**src/rtl/fetch_controller_if.sv**
```systemverilog
// Memory request/response bundle between the fetch
// controller (master) and the word-wide memory model (slave).
interface fetch_controller_if #(
    parameter int ADDRESS_WIDTH = 32,
    parameter int DATA_WIDTH    = 32
);
    logic [ADDRESS_WIDTH-1:0] o_mem_address;
    logic                     o_mem_valid;
    logic                     i_mem_ready;
    logic                     i_mem_res_valid;
    logic [DATA_WIDTH-1:0]    i_mem_data;

    modport master (
        output o_mem_address,
        output o_mem_valid,
        input  i_mem_ready,
        input  i_mem_res_valid,
        input  i_mem_data
    );

    modport slave (
        input  o_mem_address,
        input  o_mem_valid,
        output i_mem_ready,
        output i_mem_res_valid,
        output i_mem_data
    );
endinterface

```
**src/rtl/fetch_controller.sv**
```systemverilog
// Instruction fetch sequencer: aligned word reads into a byte
// queue, presented to the decoder as a 4-byte window.
module fetch_controller #(
    parameter int ADDRESS_WIDTH = 32,
    parameter int DATA_WIDTH    = 32,
    parameter int QUEUE_BYTES   = 16,
    parameter logic [ADDRESS_WIDTH-1:0] RESET_PC = '0
) (
    input  logic                     clk,
    input  logic                     reset,
    fetch_controller_if.master       mem,
    output logic [31:0]              o_window,
    output logic [2:0]               o_window_bytes,
    output logic [ADDRESS_WIDTH-1:0] o_window_pc,
    input  logic [2:0]               i_consume,
    input  logic                     i_redirect,
    input  logic [ADDRESS_WIDTH-1:0] i_redirect_pc,
    output logic                     o_underflow
);
    localparam int PW = $clog2(QUEUE_BYTES);
    localparam int CW = PW + 1;

    typedef enum logic [1:0] {
        S_IDLE,
        S_REQ,
        S_WAIT,
        S_DISCARD
    } state_t;

    state_t                   state;
    state_t                   state_n;
    logic [ADDRESS_WIDTH-1:0] fetch_addr;
    logic [ADDRESS_WIDTH-1:0] window_pc;
    logic [1:0]               skip;
    logic [7:0]               queue [QUEUE_BYTES];
    logic [PW-1:0]            head;
    logic [PW-1:0]            tail;
    logic [CW-1:0]            count;
    logic                     underflow;

    logic [DATA_WIDTH-1:0]    rdata;
    logic                     handshake;
    logic                     response;
    logic                     accept;
    logic                     fits;
    logic                     over;
    logic [2:0]               win_bytes;
    logic [2:0]               consume_eff;
    logic [2:0]               wr_bytes;

    assign rdata     = mem.i_mem_data;
    assign handshake = (state == S_REQ) && mem.i_mem_ready;
    assign response  = mem.i_mem_res_valid;
    assign accept    = (state == S_WAIT) && response && !i_redirect;
    assign fits      = count <= CW'(QUEUE_BYTES - 4);
    assign wr_bytes  = 3'd4 - {1'b0, skip};

    assign win_bytes   = (count >= CW'(4)) ? 3'd4 : count[2:0];
    assign over        = i_consume > win_bytes;
    assign consume_eff = over ? win_bytes : i_consume;

    assign o_window_bytes = win_bytes;
    assign o_window_pc    = window_pc;
    assign o_underflow    = underflow;

    // Window: up to four head bytes, invalid lanes forced to zero.
    always_comb begin
        o_window = '0;
        for (int i = 0; i < 4; i++) begin
            if (CW'(i) < count)
                o_window[8*i +: 8] = queue[head + PW'(i)];
        end
    end

    // State register.
    always_ff @(posedge clk) begin
        if (!reset)
            state <= S_IDLE;
        else
            state <= state_n;
    end

    // Next state; a redirect with a response in flight must drop it.
    always_comb begin
        state_n = state;
        if (i_redirect) begin
            unique case (state)
                S_REQ:
                    state_n = handshake ? S_DISCARD : S_IDLE;
                S_WAIT, S_DISCARD:
                    state_n = response ? S_IDLE : S_DISCARD;
                default:
                    state_n = S_IDLE;
            endcase
        end else begin
            unique case (state)
                S_IDLE:
                    if (fits) state_n = S_REQ;
                S_REQ:
                    if (mem.i_mem_ready) state_n = S_WAIT;
                S_WAIT, S_DISCARD:
                    if (response) state_n = S_IDLE;
                default:
                    state_n = S_IDLE;
            endcase
        end
    end

    // Request outputs are a pure function of state and fetch address.
    always_comb begin
        mem.o_mem_valid   = (state == S_REQ);
        mem.o_mem_address = fetch_addr;
    end

    // Pointers, occupancy, fetch/window addresses and underflow flag.
    always_ff @(posedge clk) begin
        if (!reset) begin
            head       <= '0;
            tail       <= '0;
            count      <= '0;
            fetch_addr <= {RESET_PC[ADDRESS_WIDTH-1:2], 2'b00};
            skip       <= RESET_PC[1:0];
            window_pc  <= RESET_PC;
            underflow  <= 1'b0;
        end else if (i_redirect) begin
            head       <= '0;
            tail       <= '0;
            count      <= '0;
            fetch_addr <= {i_redirect_pc[ADDRESS_WIDTH-1:2], 2'b00};
            skip       <= i_redirect_pc[1:0];
            window_pc  <= i_redirect_pc;
            underflow  <= 1'b0;
        end else begin
            head      <= head + PW'(consume_eff);
            window_pc <= window_pc + ADDRESS_WIDTH'(consume_eff);
            underflow <= over;
            if (accept) begin
                tail       <= tail + PW'(wr_bytes);
                count      <= count - CW'(consume_eff) + CW'(wr_bytes);
                fetch_addr <= fetch_addr + ADDRESS_WIDTH'(4);
                skip       <= 2'd0;
            end else begin
                count <= count - CW'(consume_eff);
            end
        end
    end

    // Byte storage: lanes below the skip count are not written.
    always_ff @(posedge clk) begin
        if (reset && accept) begin
            for (int i = 0; i < 4; i++) begin
                if (i >= int'(skip))
                    queue[tail + PW'(i) - PW'(skip)] <= rdata[8*i +: 8];
            end
        end
    end
endmodule

```
**src/flat_wrapper.sv**
```systemverilog
// flat-port wrapper written by rule: the top's interface ports become plain ports
module fetch_controller_flat 
#(
    parameter int ADDRESS_WIDTH = 32,
    parameter int DATA_WIDTH    = 32,
    parameter int QUEUE_BYTES   = 16,
    parameter logic [ADDRESS_WIDTH-1:0] RESET_PC = '0
)
  (clk, reset, o_window, o_window_bytes, o_window_pc, i_consume, i_redirect, i_redirect_pc, o_underflow, mem_o_mem_address, mem_o_mem_valid, mem_i_mem_ready, mem_i_mem_res_valid, mem_i_mem_data);
  fetch_controller_if #(.ADDRESS_WIDTH(ADDRESS_WIDTH), .DATA_WIDTH(DATA_WIDTH)) mem_i ();
  input  logic clk;
  input  logic reset;
  output logic [31:0] o_window;
  output logic [2:0] o_window_bytes;
  output logic [ADDRESS_WIDTH-1:0] o_window_pc;
  input  logic [2:0] i_consume;
  input  logic i_redirect;
  input  logic [ADDRESS_WIDTH-1:0] i_redirect_pc;
  output logic o_underflow;
  output wire logic [$bits(mem_i.o_mem_address)-1:0] mem_o_mem_address;
  output wire logic [$bits(mem_i.o_mem_valid)-1:0] mem_o_mem_valid;
  input wire logic [$bits(mem_i.i_mem_ready)-1:0] mem_i_mem_ready;
  input wire logic [$bits(mem_i.i_mem_res_valid)-1:0] mem_i_mem_res_valid;
  input wire logic [$bits(mem_i.i_mem_data)-1:0] mem_i_mem_data;
  assign mem_o_mem_address = mem_i.o_mem_address;
  assign mem_o_mem_valid = mem_i.o_mem_valid;
  assign mem_i.i_mem_ready = mem_i_mem_ready;
  assign mem_i.i_mem_res_valid = mem_i_mem_res_valid;
  assign mem_i.i_mem_data = mem_i_mem_data;
  fetch_controller #(.ADDRESS_WIDTH(ADDRESS_WIDTH), .DATA_WIDTH(DATA_WIDTH), .QUEUE_BYTES(QUEUE_BYTES), .RESET_PC(RESET_PC)) u_core (.clk(clk), .reset(reset), .mem(mem_i), .o_window(o_window), .o_window_bytes(o_window_bytes), .o_window_pc(o_window_pc), .i_consume(i_consume), .i_redirect(i_redirect), .i_redirect_pc(i_redirect_pc), .o_underflow(o_underflow));
endmodule
```
**config.mk**
```make
export PLATFORM = sky130hd
export DESIGN_NAME = fetch_controller_flat
export DESIGN_NICKNAME = d
export VERILOG_FILES = /design/src/rtl/fetch_controller_if.sv /design/src/rtl/fetch_controller.sv /design/src/flat_wrapper.sv
export SDC_FILE = /design/constraint.sdc
export NUM_CORES = 1
export LEC_CHECK = 0
export CAP_MARGIN = 5
export CORE_MARGIN = 8
export CORE_UTILIZATION = 54
export DETAILED_ROUTE_END_ITERATION = 8
export GPL_TIMING_DRIVEN = 0
export PLACE_DENSITY = 0.8
export SKIP_CTS_REPAIR_TIMING = 1
export SYNTH_ARGS = -nofsm -noshare
export SYNTH_HDL_FRONTEND = slang
export SYNTH_SLANG_ARGS = --single-unit
```
**constraint.sdc**
```tcl
create_clock -name clk -period 3.5 [get_ports clk]
set_input_delay 0.525 -clock clk [delete_from_list [all_inputs] [get_ports clk]]
set_output_delay 0.525 -clock clk [all_outputs]
set_load 0.05 [all_outputs]
```
Word level (Yosys, flattened, before mapping). Memories as Yosys holds them, arrays and structs flattened. A register that Yosys moved wholly into a read port is not among the register bits. Index checks and enable logic that the tools add are counted.

Register bits: 82. Memories kept: 1. Logic and storage cells: 86. Input port bits: 72. Memory bits (writable): 128. ROM bits: 0. Output and inout port bits: 101. Latch bits: 0.

Memory list: u_core.queue (words 16, width 8, rd ports 4, clocked after memory_dff 1, wr ports 4, RTL line fetch_controller.sv:35) `logic [7:0] queue [QUEUE_BYTES];`.

Shift operators: 0. Equal/unequal tests: 6. Reductions and logical operators: 10. Magnitude comparators: 10. $add $sub $neg: 17. Bitwise logic cells: 1. Multiplexer cells: 32. Multiply operators: 0. Divide/modulo/power cells: 0.

Operator list (number): $mux 32 (3); $add 32x3->32 (1); $add 32x3->32 const B (1); $mux 8 (4); $add 4x2->4 const B (4); $mux 2 (8); $sub 4x2->4 (4); $mux 1 (11); $lt 1x5->1 const A (2); $lt 2x5->1 const A (2); $add 4x1->4 const B (2); $add 4x3->4 (2); $mux 3 (2); $ne 3x2->1 const B (2); $pmux 2 s3 (1); $add 5x3->5 (1); $ge 5x3->1 const B (1); $le 5x4->1 const B (1); $mux 5 (1); $sub 5x3->5 (1); $eq 2x2->1 const B (2); $ge 1x2->1 const A (2); $logic_and 1x1->1 (4); $mux 4 (1); other kinds (12) (13).

Longest topological paths before layout. Gate-level depths: netlist of run 1.

Word-level depth: 7. Depth in mapped cells: 15. Mapped depth without buffers: 15.

Worst setup path before layout of run 1. No wires, ideal clock.

Path kind: register to output. Start: register u_core.head[0]. End: output port o_window[15]. Arrival: 4112 ps. Required time: 2975 ps. Slack: -1137 ps. Path buffers: 8. Stages on the path, launching flop included: 14. Path through: dfxtp_1 clkbuf_2 buf_4 buf_2 buf_4 buf_2 inv_1 ha_1 buf_4 buf_1 buf_1 mux4_2 mux2i_1 a211oi_1.

Word-level cells in the longest chain between the ends: 3.

Ends and longest elaborated chain: start, declared (RTL line fetch_controller.sv:36) `logic [PW-1:0] head;`; start signal, assigned (RTL line fetch_controller.sv:134) `head <= head + PW'(consume_eff);`; $add 4x1->4 (RTL line fetch_controller.sv:71) `o_window[8*i +: 8] = queue[head + PW'(i)];`; $mem_v2 16x8; $mux 8 (RTL line fetch_controller.sv:70) `if (CW'(i) < count)`; end, declared (RTL line flat_wrapper.sv:13) `output logic [31:0] o_window;`.

Every way passes these cells.

Final worst setup path of run 1.
Start: register u_core.head[0]. End: output port o_window[28].

Word-level cells in the longest chain between the ends: 3.

Ends and longest elaborated chain (RTL line): $add 4x2->4 (fetch_controller.sv:71); $mem_v2 16x8; $mux 8 (fetch_controller.sv:70).

Every way passes these cells.

==> flow_metrics.py, run 1 <==
metrics = {
    "run_status": {
        "status": "complete, but fails checks",
        "violations": "DRC, setup timing",
    },
    "timing": {
        "rsz0062_at_grt": "yes",
        "finalHoldViolations": 0,
        "maxSlewViolCount": 0,
        "fin_skew_ns": 0.0248,
        "fin_ws_ns": -0.588,
        "fmax_mhz": 245,
        "worst_pin_slew_ns": 1.21,
        "fin_tns_setup_ns": -8.02,
        "post-route-min-period_ns": 4.09,
        "post-route-period-util_pct": 117,
        "setup_violations": 43,
        "relSlewSlack_pct": 18.8,
    },
    "global_routing": {
        "gr-total-overflow": 0,
        "grt_util_all_layers_pct": 42.0,
        "first_global_vias": 17504,
        "grt_max_degree": 16,
        "antenna_found_initial": 15,
        "grt_pass1_wl_um": 121000,
    },
    "clocking": {
        "clockBufferDepth": 3,
        "root_buffer": "clkbuf_16",
        "clkTransAtPathRegs_ns": 0.06,
        "clock_sinks": 208,
        "htree_levels": 1,
        "tritoncts": "done",
        "cts_inserted_buffers": 22,
        "clock_latency_ns": 0.55,
    },
    "critical_path": {
        "path_buf_inv": 11,
        "critPathMaxStageDelay_ns": 0.37,
        "end_kind": "primary output",
        "worst_setup_path_start_kind": "register",
        "path_max_fanout": 8,
        "path_cells": "buf_6 -> buf_12 -> buf_12 -> buf_12 -> buf_12 -> inv_4 -> ha_4 -> buf_12 -> buf_16 -> buf_12 -> buf_12 -> mux4_2 -> mux2i_4 -> a211oi_4 -> buf_6",
        "crit_type": "register to primary output",
        "crit_family": "buffers and inverters",
        "worstPathRequired_ns": 2.97,
        "crit_top_cell": "buf_12",
        "arrival_ns": 3.56,
        "slowest_stage": "dfxtp_4",
    },
    "cells_and_area": {
        "fin_nets": 2204,
        "final_common_cell": "mux4_2",
        "syn_to_final_growth_pct": 29.9,
        "drive_above_1_share_pct": 29.1,
        "layout_common_cells": "mux4_2 (144), a21oi_1 (131), edfxtp_1 (128), nand2_1 (121), clkdlybuf4s50_1 (121)",
        "final_area_um2": 23400,
    },
    "route": {
        "drc": 1,
        "wl_met2_um": 38900,
        "m1WireLength_um": 30600,
        "drt_iter0_markers": 3048,
        "routedWlPerCell_um": 35.8,
        "top_layer": "met5",
        "routed_via_density": 7.65,
        "wl_met3_um": 14200,
        "num_vias": 19589,
        "ant_nets": 0,
        "drt_pass1_iterations": 9,
        "drt-total-wl_um": 91800,
    },
    "synthesis": {
        "synth_area_leaders": "edfxtp_1 (21%), mux4_2 (18%), dfxtp_1 (8.9%), a211oi_1 (4.0%), a21oi_1 (3.8%)",
        "async_reset_ff_share_pct": 0,
        "synth_top_area_cell": "edfxtp_1",
        "ys_seq_area_share_pct": 30.2,
        "syn-instance-count": 1843,
        "syn_area_per_cell_um2": 9.78,
        "syn_area_um2": 18000,
        "synth_edf_count": 128,
        "synth_top_flop_cell": "edfxtp_1",
        "synth.top_cell.area_share_pct": 21.3,
        "synth_seq_cells": 208,
        "yosys_warnings": 0,
        "post_synth_num_cell_types": 78,
    },
    "floorplanning": {
        "rows": 67,
        "core_area_um2": 33200,
        "initial_utilization_pct": 54.3,
        "dieHeight_um": 199,
        "die_area_um2": 39500,
        "io_pins": 173,
        "die_x_um": 199,
    },
    "power_and_ir_drop": {
        "power_density_nw_per_um2": 665,
        "p_comb_share_pct": 66.3,
        "p_sw_uw": 7330,
        "switching_share_pct": 47.1,
        "power.internal_uw": 8240,
        "pwr-share-seq_pct": 18.5,
        "ir_drop_mv": 0.835,
        "p_clk_share_pct": 15.2,
        "leakagePower_uw": 0.00810,
    },
    "placement": {
        "hpwl_um": 67800,
        "gp_congestion": 1.12,
        "place_area_um2": 20400,
        "port_buffers": 153,
    },
    "min_path": {
        "holdCritPathClass": "register to register",
    },
    "job": {
        "maxCapViolations": 0,
    },
}
[cells by family (layout without fill, tap and decap cells)]
group / Yosys count / in the layout / synth area share (%)
XOR/XNOR: 78 / 79 / 4.08
other: 1 / 10 / 0.0208
AO/OA/AOI/OAI: 537 / 537 / 20.2
adder cells (fa/ha/maj): 43 / 43 / 3.36
AND/OR/NAND/NOR: 590 / 590 / 17.6
multiplexers: 164 / 164 / 19.1
buffers and inverters: 222 / 482 / 5.40
flip-flops: 208 / 208 / 30.2
[state kept, by name, indices dropped and copies added, names as in the netlist]
signal	cells
u_core.count	5
u_core.o_window_pc	32
u_core.skip	2
u_core.queue	128
u_core.head	4
u_core.state	2
u_core.o_underflow	1
u_core.tail	4
u_core.mem.o_mem_address	30
[Yosys cell counts (10+ instances only)]
cell / instances
dfxtp_1: 80
buf_4: 18
and2_1: 10
o21ai_0: 68
o211ai_1: 16
clkbuf_1: 88
o31ai_1: 54
buf_2: 49
nand3_1: 73
nand2_1: 131
or2_2: 10
o21ai_1: 17
buf_1: 27
xnor2_1: 23
inv_1: 34
edfxtp_1: 128
nor2_1: 110
xor2_1: 51
mux4_2: 144
ha_1: 34
mux2i_1: 19
a21oi_1: 138
a22o_1: 57
and3_1: 62
nor2b_1: 37
a211oi_1: 95
nor3_1: 58
a211o_1: 35
nand4_1: 32
[cell type report]
type	count	area (µm²)
multi-input cells	1415	13100
plain buffers	173	1110
inverters	37	148
clock inverters	12	115
diodes	8	20.0
well taps	448	561
repair buffers	232	2310
fillers	2360	9800
clock buffers	28	583
flip-flops and latches	208	5470
[metal layers]
metal  up-vias  global-route usage [%]
met3       581                    14.8
met2      2048                    63.0
met1      9280                    52.5
li1       7670                       -
met5         -                       0
met4        10                    23.3
[worst reg2reg max path, delay by kind of cell (launching register included)]
kind	cells	cell delay [ns]
adder cells (fa/ha/maj)	3	1.20
flip-flops	1	0.37
multiplexers	1	0.37
buffers and inverters	1	0.09
AND/OR/NAND/NOR	6	0.82
AO/OA/AOI/OAI	4	0.80
[final timing paths]
check	endpoint	cells past startpoint	startpoint	slack, ns
min reg2reg	u_core.tail[1]$_SDFFE_PP0P_	2	u_core.tail[1]$_SDFFE_PP0P_	0.54
max reg2reg	u_core.count[3]$_SDFF_PP0_	15	u_core.count[3]$_SDFF_PP0_	-0.31
min	u_core.tail[1]$_SDFFE_PP0P_	2	u_core.tail[1]$_SDFFE_PP0P_	0.54
max	o_window[28]	15	u_core.head[0]$_SDFF_PP0_	-0.59
[power by group through the flow]
stage	combinational, µW	clock [µW]	sequential (µW)
3_3_place_gp	7690	0	2910
3_5_place_dp	7890	0	2920
2_1_floorplan	5330	0	3070
6_report	10300	2370	2890
5_1_grt	10600	2410	2890
4_1_cts	7940	2290	2870
[per-stage QoR]
stage / total power, µW / cells / utilization, % / hold WS, ns / setup WS [ns]
after global placement: 10600 / 2445 / 61.4 / 0.523 / -1.49
final: 15600 / 2561 / 70.5 / 0.539 / -0.588
after global routing: 15900 / 2556 / 70.5 / 0.554 / -0.530
after CTS: 13100 / 2486 / 63.5 / 0.545 / -2.11
after floorplan: 8400 / 1844 / - / 0.504 / 0.00228
after detailed placement: 10800 / 2446 / 61.4 / 0.538 / -1.50
Power figures use the tool's default switching activity.
==> inputs of run 2 (changes only) <==
--- a/config.mk
+++ b/config.mk
@@ -8,6 +8,7 @@
 export CAP_MARGIN = 5
 export CORE_MARGIN = 8
 export CORE_UTILIZATION = 54
+export CTS_CLUSTER_SIZE = 25
 export DETAILED_ROUTE_END_ITERATION = 8
 export GPL_TIMING_DRIVEN = 0
 export PLACE_DENSITY = 0.8
==> results of run 2 <==
Same layout as run 1: the final DEF is identical, and so are final timing and power.
